## src/rtl/dmem_arbiter_if.sv

```systemverilog
// Bus bundle between the two data-memory requesters, the arbiter and the memory macro.
// The slave modport is the arbiter's view; master is the environment that drives requests.
interface dmem_arbiter_if #(
  parameter int AW = 8,
  parameter int DW = 16
);
  logic          p0_req;
  logic          p0_we;
  logic [AW-1:0] p0_addr;
  logic [DW-1:0] p0_wdata;
  logic          p0_gnt;
  logic          p0_rvalid;
  logic [DW-1:0] p0_rdata;

  logic          p1_req;
  logic          p1_we;
  logic [AW-1:0] p1_addr;
  logic [DW-1:0] p1_wdata;
  logic          p1_gnt;
  logic          p1_rvalid;
  logic [DW-1:0] p1_rdata;

  logic          mem_en;
  logic          mem_we;
  logic [AW-1:0] mem_addr;
  logic [DW-1:0] mem_wdata;
  logic [DW-1:0] mem_rdata;

  modport slave (
    input  p0_req, p0_we, p0_addr, p0_wdata,
    output p0_gnt, p0_rvalid, p0_rdata,
    input  p1_req, p1_we, p1_addr, p1_wdata,
    output p1_gnt, p1_rvalid, p1_rdata,
    output mem_en, mem_we, mem_addr, mem_wdata,
    input  mem_rdata
  );

  modport master (
    output p0_req, p0_we, p0_addr, p0_wdata,
    input  p0_gnt, p0_rvalid, p0_rdata,
    output p1_req, p1_we, p1_addr, p1_wdata,
    input  p1_gnt, p1_rvalid, p1_rdata,
    input  mem_en, mem_we, mem_addr, mem_wdata,
    output mem_rdata
  );
endinterface

```

## src/rtl/dmem_arbiter.sv

```systemverilog
// Two-port round-robin arbiter with bounded bursts in front of a single-port data memory.
// One access issues per cycle; read data returns the next cycle to the port that issued it.
module dmem_arbiter #(
  parameter int AW        = 8,
  parameter int DW        = 16,
  parameter int MAX_BURST = 4
) (
  input  logic           clk,
  input  logic           rst_n,
  dmem_arbiter_if.slave  bus
);

  localparam int            RW      = (MAX_BURST < 2) ? 1 : $clog2(MAX_BURST + 1);
  localparam logic [RW-1:0] RUN_MAX = RW'(MAX_BURST);
  localparam logic [RW-1:0] RUN_ONE = RW'(1);

  logic [1:0]    req;
  logic [1:0]    we;
  logic [1:0]    gnt;
  logic [1:0]    rvalid;
  logic [AW-1:0] addr  [2];
  logic [DW-1:0] wdata [2];

  logic          owner_q, owner_d;
  logic [RW-1:0] run_q, run_d;
  logic          tag_valid_q, tag_valid_d;
  logic          tag_port_q, tag_port_d;

  logic          issue;
  logic          sel_port;

  assign req      = {bus.p1_req, bus.p0_req};
  assign we       = {bus.p1_we, bus.p0_we};
  assign addr[0]  = bus.p0_addr;
  assign addr[1]  = bus.p1_addr;
  assign wdata[0] = bus.p0_wdata;
  assign wdata[1] = bus.p1_wdata;

  // Nothing issues while reset is held, whatever the requesters do.
  assign issue = rst_n & (|req);

  always_comb begin
    sel_port = 1'b0;
    if (&req) begin
      sel_port = (run_q < RUN_MAX) ? owner_q : ~owner_q;
    end else begin
      sel_port = req[1];
    end
  end

  generate
    for (genvar gi = 0; gi < 2; gi++) begin : g_port
      assign gnt[gi]    = issue & (sel_port == 1'(gi));
      // Gated by rst_n so a read tagged just before reset never surfaces.
      assign rvalid[gi] = rst_n & tag_valid_q & (tag_port_q == 1'(gi));
    end
  endgenerate

  assign bus.p0_gnt    = gnt[0];
  assign bus.p1_gnt    = gnt[1];
  assign bus.p0_rvalid = rvalid[0];
  assign bus.p1_rvalid = rvalid[1];
  assign bus.p0_rdata  = bus.mem_rdata;
  assign bus.p1_rdata  = bus.mem_rdata;

  assign bus.mem_en    = issue;
  assign bus.mem_we    = we[sel_port];
  assign bus.mem_addr  = addr[sel_port];
  assign bus.mem_wdata = wdata[sel_port];

  always_comb begin
    owner_d     = owner_q;
    run_d       = run_q;
    tag_valid_d = issue & ~we[sel_port];
    tag_port_d  = sel_port;
    if (issue) begin
      if (sel_port == owner_q) begin
        run_d = (run_q == RUN_MAX) ? run_q : run_q + RUN_ONE;
      end else begin
        owner_d = sel_port;
        run_d   = RUN_ONE;
      end
    end
  end

  // Reset leaves port 1 as a saturated owner so port 0 wins the first contention.
  always_ff @(posedge clk) begin
    if (!rst_n) begin
      owner_q     <= 1'b1;
      run_q       <= RUN_MAX;
      tag_valid_q <= 1'b0;
      tag_port_q  <= 1'b0;
    end else begin
      owner_q     <= owner_d;
      run_q       <= run_d;
      tag_valid_q <= tag_valid_d;
      tag_port_q  <= tag_port_d;
    end
  end

endmodule

```

## src/flat_wrapper.sv

```systemverilog
// flat-port wrapper written by rule: the top's interface ports become plain ports
module dmem_arbiter_flat 
#(
  parameter int AW        = 8,
  parameter int DW        = 16,
  parameter int MAX_BURST = 4
)
  (clk, rst_n, bus_p0_req, bus_p0_we, bus_p0_addr, bus_p0_wdata, bus_p0_gnt, bus_p0_rvalid, bus_p0_rdata, bus_p1_req, bus_p1_we, bus_p1_addr, bus_p1_wdata, bus_p1_gnt, bus_p1_rvalid, bus_p1_rdata, bus_mem_en, bus_mem_we, bus_mem_addr, bus_mem_wdata, bus_mem_rdata);
  dmem_arbiter_if #(.AW(AW), .DW(DW)) bus_i ();
  input  logic clk;
  input  logic rst_n;
  input wire logic [$bits(bus_i.p0_req)-1:0] bus_p0_req;
  input wire logic [$bits(bus_i.p0_we)-1:0] bus_p0_we;
  input wire logic [$bits(bus_i.p0_addr)-1:0] bus_p0_addr;
  input wire logic [$bits(bus_i.p0_wdata)-1:0] bus_p0_wdata;
  output wire logic [$bits(bus_i.p0_gnt)-1:0] bus_p0_gnt;
  output wire logic [$bits(bus_i.p0_rvalid)-1:0] bus_p0_rvalid;
  output wire logic [$bits(bus_i.p0_rdata)-1:0] bus_p0_rdata;
  input wire logic [$bits(bus_i.p1_req)-1:0] bus_p1_req;
  input wire logic [$bits(bus_i.p1_we)-1:0] bus_p1_we;
  input wire logic [$bits(bus_i.p1_addr)-1:0] bus_p1_addr;
  input wire logic [$bits(bus_i.p1_wdata)-1:0] bus_p1_wdata;
  output wire logic [$bits(bus_i.p1_gnt)-1:0] bus_p1_gnt;
  output wire logic [$bits(bus_i.p1_rvalid)-1:0] bus_p1_rvalid;
  output wire logic [$bits(bus_i.p1_rdata)-1:0] bus_p1_rdata;
  output wire logic [$bits(bus_i.mem_en)-1:0] bus_mem_en;
  output wire logic [$bits(bus_i.mem_we)-1:0] bus_mem_we;
  output wire logic [$bits(bus_i.mem_addr)-1:0] bus_mem_addr;
  output wire logic [$bits(bus_i.mem_wdata)-1:0] bus_mem_wdata;
  input wire logic [$bits(bus_i.mem_rdata)-1:0] bus_mem_rdata;
  assign bus_i.p0_req = bus_p0_req;
  assign bus_i.p0_we = bus_p0_we;
  assign bus_i.p0_addr = bus_p0_addr;
  assign bus_i.p0_wdata = bus_p0_wdata;
  assign bus_p0_gnt = bus_i.p0_gnt;
  assign bus_p0_rvalid = bus_i.p0_rvalid;
  assign bus_p0_rdata = bus_i.p0_rdata;
  assign bus_i.p1_req = bus_p1_req;
  assign bus_i.p1_we = bus_p1_we;
  assign bus_i.p1_addr = bus_p1_addr;
  assign bus_i.p1_wdata = bus_p1_wdata;
  assign bus_p1_gnt = bus_i.p1_gnt;
  assign bus_p1_rvalid = bus_i.p1_rvalid;
  assign bus_p1_rdata = bus_i.p1_rdata;
  assign bus_mem_en = bus_i.mem_en;
  assign bus_mem_we = bus_i.mem_we;
  assign bus_mem_addr = bus_i.mem_addr;
  assign bus_mem_wdata = bus_i.mem_wdata;
  assign bus_i.mem_rdata = bus_mem_rdata;
  dmem_arbiter #(.AW(AW), .DW(DW), .MAX_BURST(MAX_BURST)) u_core (.clk(clk), .rst_n(rst_n), .bus(bus_i));
endmodule
```

## config.mk

```make
export PLATFORM = sky130hd
export DESIGN_NAME = dmem_arbiter_flat
export DESIGN_NICKNAME = d
export VERILOG_FILES = /design/src/rtl/dmem_arbiter_if.sv /design/src/rtl/dmem_arbiter.sv /design/src/flat_wrapper.sv
export SDC_FILE = /design/constraint.sdc
export NUM_CORES = 1
export LEC_CHECK = 0
export ABC_AREA = 1
export CAP_MARGIN = 20
export CELL_PAD_IN_SITES_DETAIL_PLACEMENT = 1
export CELL_PAD_IN_SITES_GLOBAL_PLACEMENT = 1
export CORE_ASPECT_RATIO = 1.4
export CORE_MARGIN = 1
export CORE_UTILIZATION = 13
export DETAILED_ROUTE_END_ITERATION = 6
export PLACE_DENSITY = 0.9
export SLEW_MARGIN = 20
export SYNTH_ARGS = -nofsm -noshare
export SYNTH_HDL_FRONTEND = slang
export SYNTH_SLANG_ARGS = --single-unit
```

## constraint.sdc

```tcl
create_clock -name clk -period 1.37 [get_ports clk]
set_input_delay 0.274 -clock clk [delete_from_list [all_inputs] [get_ports clk]]
set_output_delay 0.274 -clock clk [all_outputs]
set_load 0.05 [all_outputs]
```

==> key figures <==
Cells and area
  – Most frequent cells in the layout: sky130_fd_sc_hd__clkdlybuf4s50_1 (50), sky130_fd_sc_hd__nand2_4 (41), sky130_fd_sc_hd__nand2_1 (25), sky130_fd_sc_hd__buf_8 (25), sky130_fd_sc_hd__nand2_2 (21)
  – Fin nets: 321
  – Commonest non-fill, non-tap cell in the layout: sky130_fd_sc_hd__clkdlybuf4s50_1
  – Area growth, synth to finish: 164.5%
  – Final instance area: 2618 sq um
  – Ratio of cells with drive above 1 in the final layout: 57.49%
  – Number of inserted diodes: 0

Logic synthesis
  – Syn Area/Cell: 5.754 sq um
  – Number of instances in the synthesized netlist: 172
  – Share of Yosys cell area claimed by the top area cell type: 33.75%
  – Fraction of the mapped netlist area in compound gates: 7.080%
  – Cell type with the highest aggregate area in the netlist: sky130_fd_sc_hd__nand2_1
  – Synthesis-stage register bit count: 6
  – Proportion of synthesized area in mux cells: 0%
  – Post-synthesis net count: 244
  – Share of synthesized cell area in full adder, half adder and majority cells: 2.528%
  – Ranking of synthesized cells by area: sky130_fd_sc_hd__nand2_1 (34%), sky130_fd_sc_hd__buf_4 (24%), sky130_fd_sc_hd__dfxtp_1 (12%)
  – Largest family of logic cells by synthesized area: simple AND/OR/NAND/NOR gates
  – Xor and xnor fraction of the mapped netlist area: 0.8850%
  – Area of the mapped netlist: 989.7 sq um
  – Simple logic cell fraction of the synthesized area: 40.71%
  – Count of warnings emitted by yosys: 0
  – Seq/Total Area, Yosys: 12.14%
  – Cell variety after synth: 18

Timing
  – Slew at the pin closest to its max-slew limit: 0.2129 ns
  – Minimum hold slack: 0.5480 ns
  – Crit share post-route: 130.0%
  – Clock period minus final worst setup slack: 1.782 ns
  – Final hold violation count: 0
  – Setup-violating endpoint count in the final report: 28
  – Setup repair after global routing missed its margin: true
  – Setup skew after layout: 0.0008265 ns
  – Final Slew Violations: 0
  – Timing-limited maximum frequency: 561.3 MHz
  – Total negative slack for setup checks: -10.91 ns
  – Worst Slack Setup Final: -0.4116 ns
  – Relative slew slack: 85.74%

Critical path
  – Setup slack of the most critical reg-to-reg path: -0.23 ns
  – CP Max Fanout: 6
  – Launch point of the critical path: u_core.owner_q$_SDFFE_PN1P_
  – Worst R2R Path Depth: 11
  – Type of destination of the critical path: primary output
  – Data arrival time of the critical path: 1.51 ns
  – Reg2Reg Launch Point: u_core.owner_q$_SDFFE_PN1P_
  – Capture instance of the worst register-to-register path: u_core.tag_valid_q$_SDFF_PN0_
  – CP required: 1.10 ns
  – CP startpoint kind: flop
  – Critical Setup Path Class: flop to primary output

Drt
  – Number of DRC violations after detailed-routing iteration 0: 12
  – Drt drc: 0
  – Total wirelength of the detailed-routed design: 4602 um
  – Number of vias per cell after detailed routing: 3.855
  – Via count: 1326
  – Antenna Nets Post-Route: 0
  – Iteration count of the initial detailed-routing pass: 4
  – Final routed wire length divided by cell count: 13.38 um

Run status
  – Violations in the final reports: setup timing
  – Run status: finished with violations

Worst hold path
  – Hold Crit Depth: 0
  – Hold path start: bus_mem_rdata[13]
  – Worst min path class: input port to primary output
  – Hold path endpoint: bus_p0_rdata[13]

Clocking
  – Clock Pin Slew Worst Setup and Hold Paths: 0.04 ns
  – CTS Root Cell: sky130_fd_sc_hd__clkbuf_8
  – H-tree lvl count: 1
  – Hold_buf cts: 0
  – Number of sinks on the clock net: 6
  – Max clock buf depth: 2
  – Clock latency on the worst-skew pair: 0.23 ns
  – Num CTS Buffers: 3
  – CTS tree: done

Placed design
  – Port Buffers: 83
  – Final RePlAce weighted congestion: 0.7518
  – Pre-CTS setup slack: -0.6570 ns
  – Hpwl dp: 3237 um
  – Post-detailed-placement cell area: 2029 sq um

Floorplanning
  – Number of top-level design ports: 132
  – Total die area: 7971 sq um
  – Height of the die: 105.2 um
  – Core area: 7361 sq um
  – Initial Utilization: 13.45%
  – Placement Rows: 37
  – Horizontal die dimension: 75.74 um

Power and ir drop
  – Power per cell area: 833.0 nW/um^2
  – Cell leakage power: 1.214 nW
  – Max IR drop VDD: 0.0003335 V

Global route
  – Residual overflow from global routing: 0
  – Largest net degree at the start of global routing: 15
  – Number of antenna violations at the first check in global routing: 0
  – Wire length of the first global-routing pass: 7458 um
  – Vias in the first global route: 1532
  – Total track usage: 12.53%

Job
  – Number of maximum-capacitance constraint violations: 0
[how the worst max path moves through the flow]
stage                        end  slack (ns)
2_1_floorplan         bus_p1_gnt       -0.21
4_1_cts         bus_mem_wdata[3]       -0.38
3_5_place_dp   bus_mem_wdata[14]       -0.66
6_report       bus_mem_wdata[11]       -0.41
5_1_grt         bus_mem_wdata[3]       -0.45
3_3_place_gp   bus_mem_wdata[14]       -0.61
[routing by layer]
layer | up-vias | GRT usage [%] | wire (um)
li1 | 640 | - | -
met4 | 0 | 3.175 | 76
met3 | 17 | 2.390 | 310
met1 | 612 | 11.66 | 1316
met2 | 57 | 25.73 | 2898
met5 | - | 0 | 0
[flip-flops by register name (all words and copies together), names as in the netlist]
| register | flops |
|---|---|
| u_core.owner_q | 1 |
| u_core.run_q | 3 |
| u_core.tag_port_q | 1 |
| u_core.tag_valid_q | 1 |
[cell type report]
type | instances | area (sq um)
Clock buffer | 3 | 41.29
Fill cell | 839 | 4743
Inverter | 15 | 81.33
Multi-Input combinational cell | 114 | 954.7
Sequential cell | 6 | 127.6
Tap cell | 97 | 121.4
Timing Repair Buffer | 108 | 1280
Timing Repair inverter | 1 | 11.26
[through the flow]
| stage | power [mW] | std cells | util [%] |
|---|---|---|---|
| 2_1_floorplan | 1.318 | 172 | - |
| 3_3_place_gp | 1.487 | 329 | 27.57 |
| 3_5_place_dp | 1.515 | 329 | 27.57 |
| 4_1_cts | 2.132 | 342 | 34.32 |
| 5_1_grt | 2.297 | 344 | 35.56 |
| 6_report | 2.180 | 344 | 35.56 |
[cell families (layout without fill, tap and decap cells)]
group,Yosys count,in the layout
AND/OR/NAND/NOR,103,103
buffers and inverters,52,127
AO/OA/AOI/OAI,8,8
flip-flops,6,6
adder cells (fa/ha/maj),2,2
XOR/XNOR,1,1
[report_power, final]
part	switching, mW	internal [mW]
clock	0.0889	0.190
sequential	0.0302	0.205
combinational	0.913	0.754
total	1.03	1.15
[synthesized netlist by cell type]
master,count
sky130_fd_sc_hd__nor2_2,1
sky130_fd_sc_hd__nor2_1,6
sky130_fd_sc_hd__nand4_1,2
sky130_fd_sc_hd__buf_4,32
sky130_fd_sc_hd__xor2_1,1
sky130_fd_sc_hd__inv_1,13
sky130_fd_sc_hd__o21ai_1,2
sky130_fd_sc_hd__buf_6,5
sky130_fd_sc_hd__ha_1,2
sky130_fd_sc_hd__dfxtp_1,6
sky130_fd_sc_hd__nand2_2,2
sky130_fd_sc_hd__o211ai_1,4
sky130_fd_sc_hd__clkinv_4,1
sky130_fd_sc_hd__nand3_1,3
sky130_fd_sc_hd__inv_6,1
sky130_fd_sc_hd__nand2_1,89
sky130_fd_sc_hd__a21oi_2,1
sky130_fd_sc_hd__a31oi_4,1
[worst max-delay path: stages, from the launching register on]
cell and delay, ns:
sky130_fd_sc_hd__dfxtp_4 0.35, sky130_fd_sc_hd__inv_2 0.07, sky130_fd_sc_hd__nand2_2 0.06, sky130_fd_sc_hd__a31oi_4 0.16, sky130_fd_sc_hd__buf_12 0.20, sky130_fd_sc_hd__buf_12 0.16, sky130_fd_sc_hd__nand2_2 0.07, sky130_fd_sc_hd__nand2_4 0.06
sky130_fd_sc_hd__buf_8 0.14
[what timing repair did]
item / 4_1_cts / 5_1_grt
hold endpoints to repair: 0 / 0
resized for setup: 114 / 19
cloned: 2 / 0
setup buffers: 8 / 5
pin swaps: 2 / 7
setup endpoints to repair: 35 / 34
(Power assumes the default switching activity.)
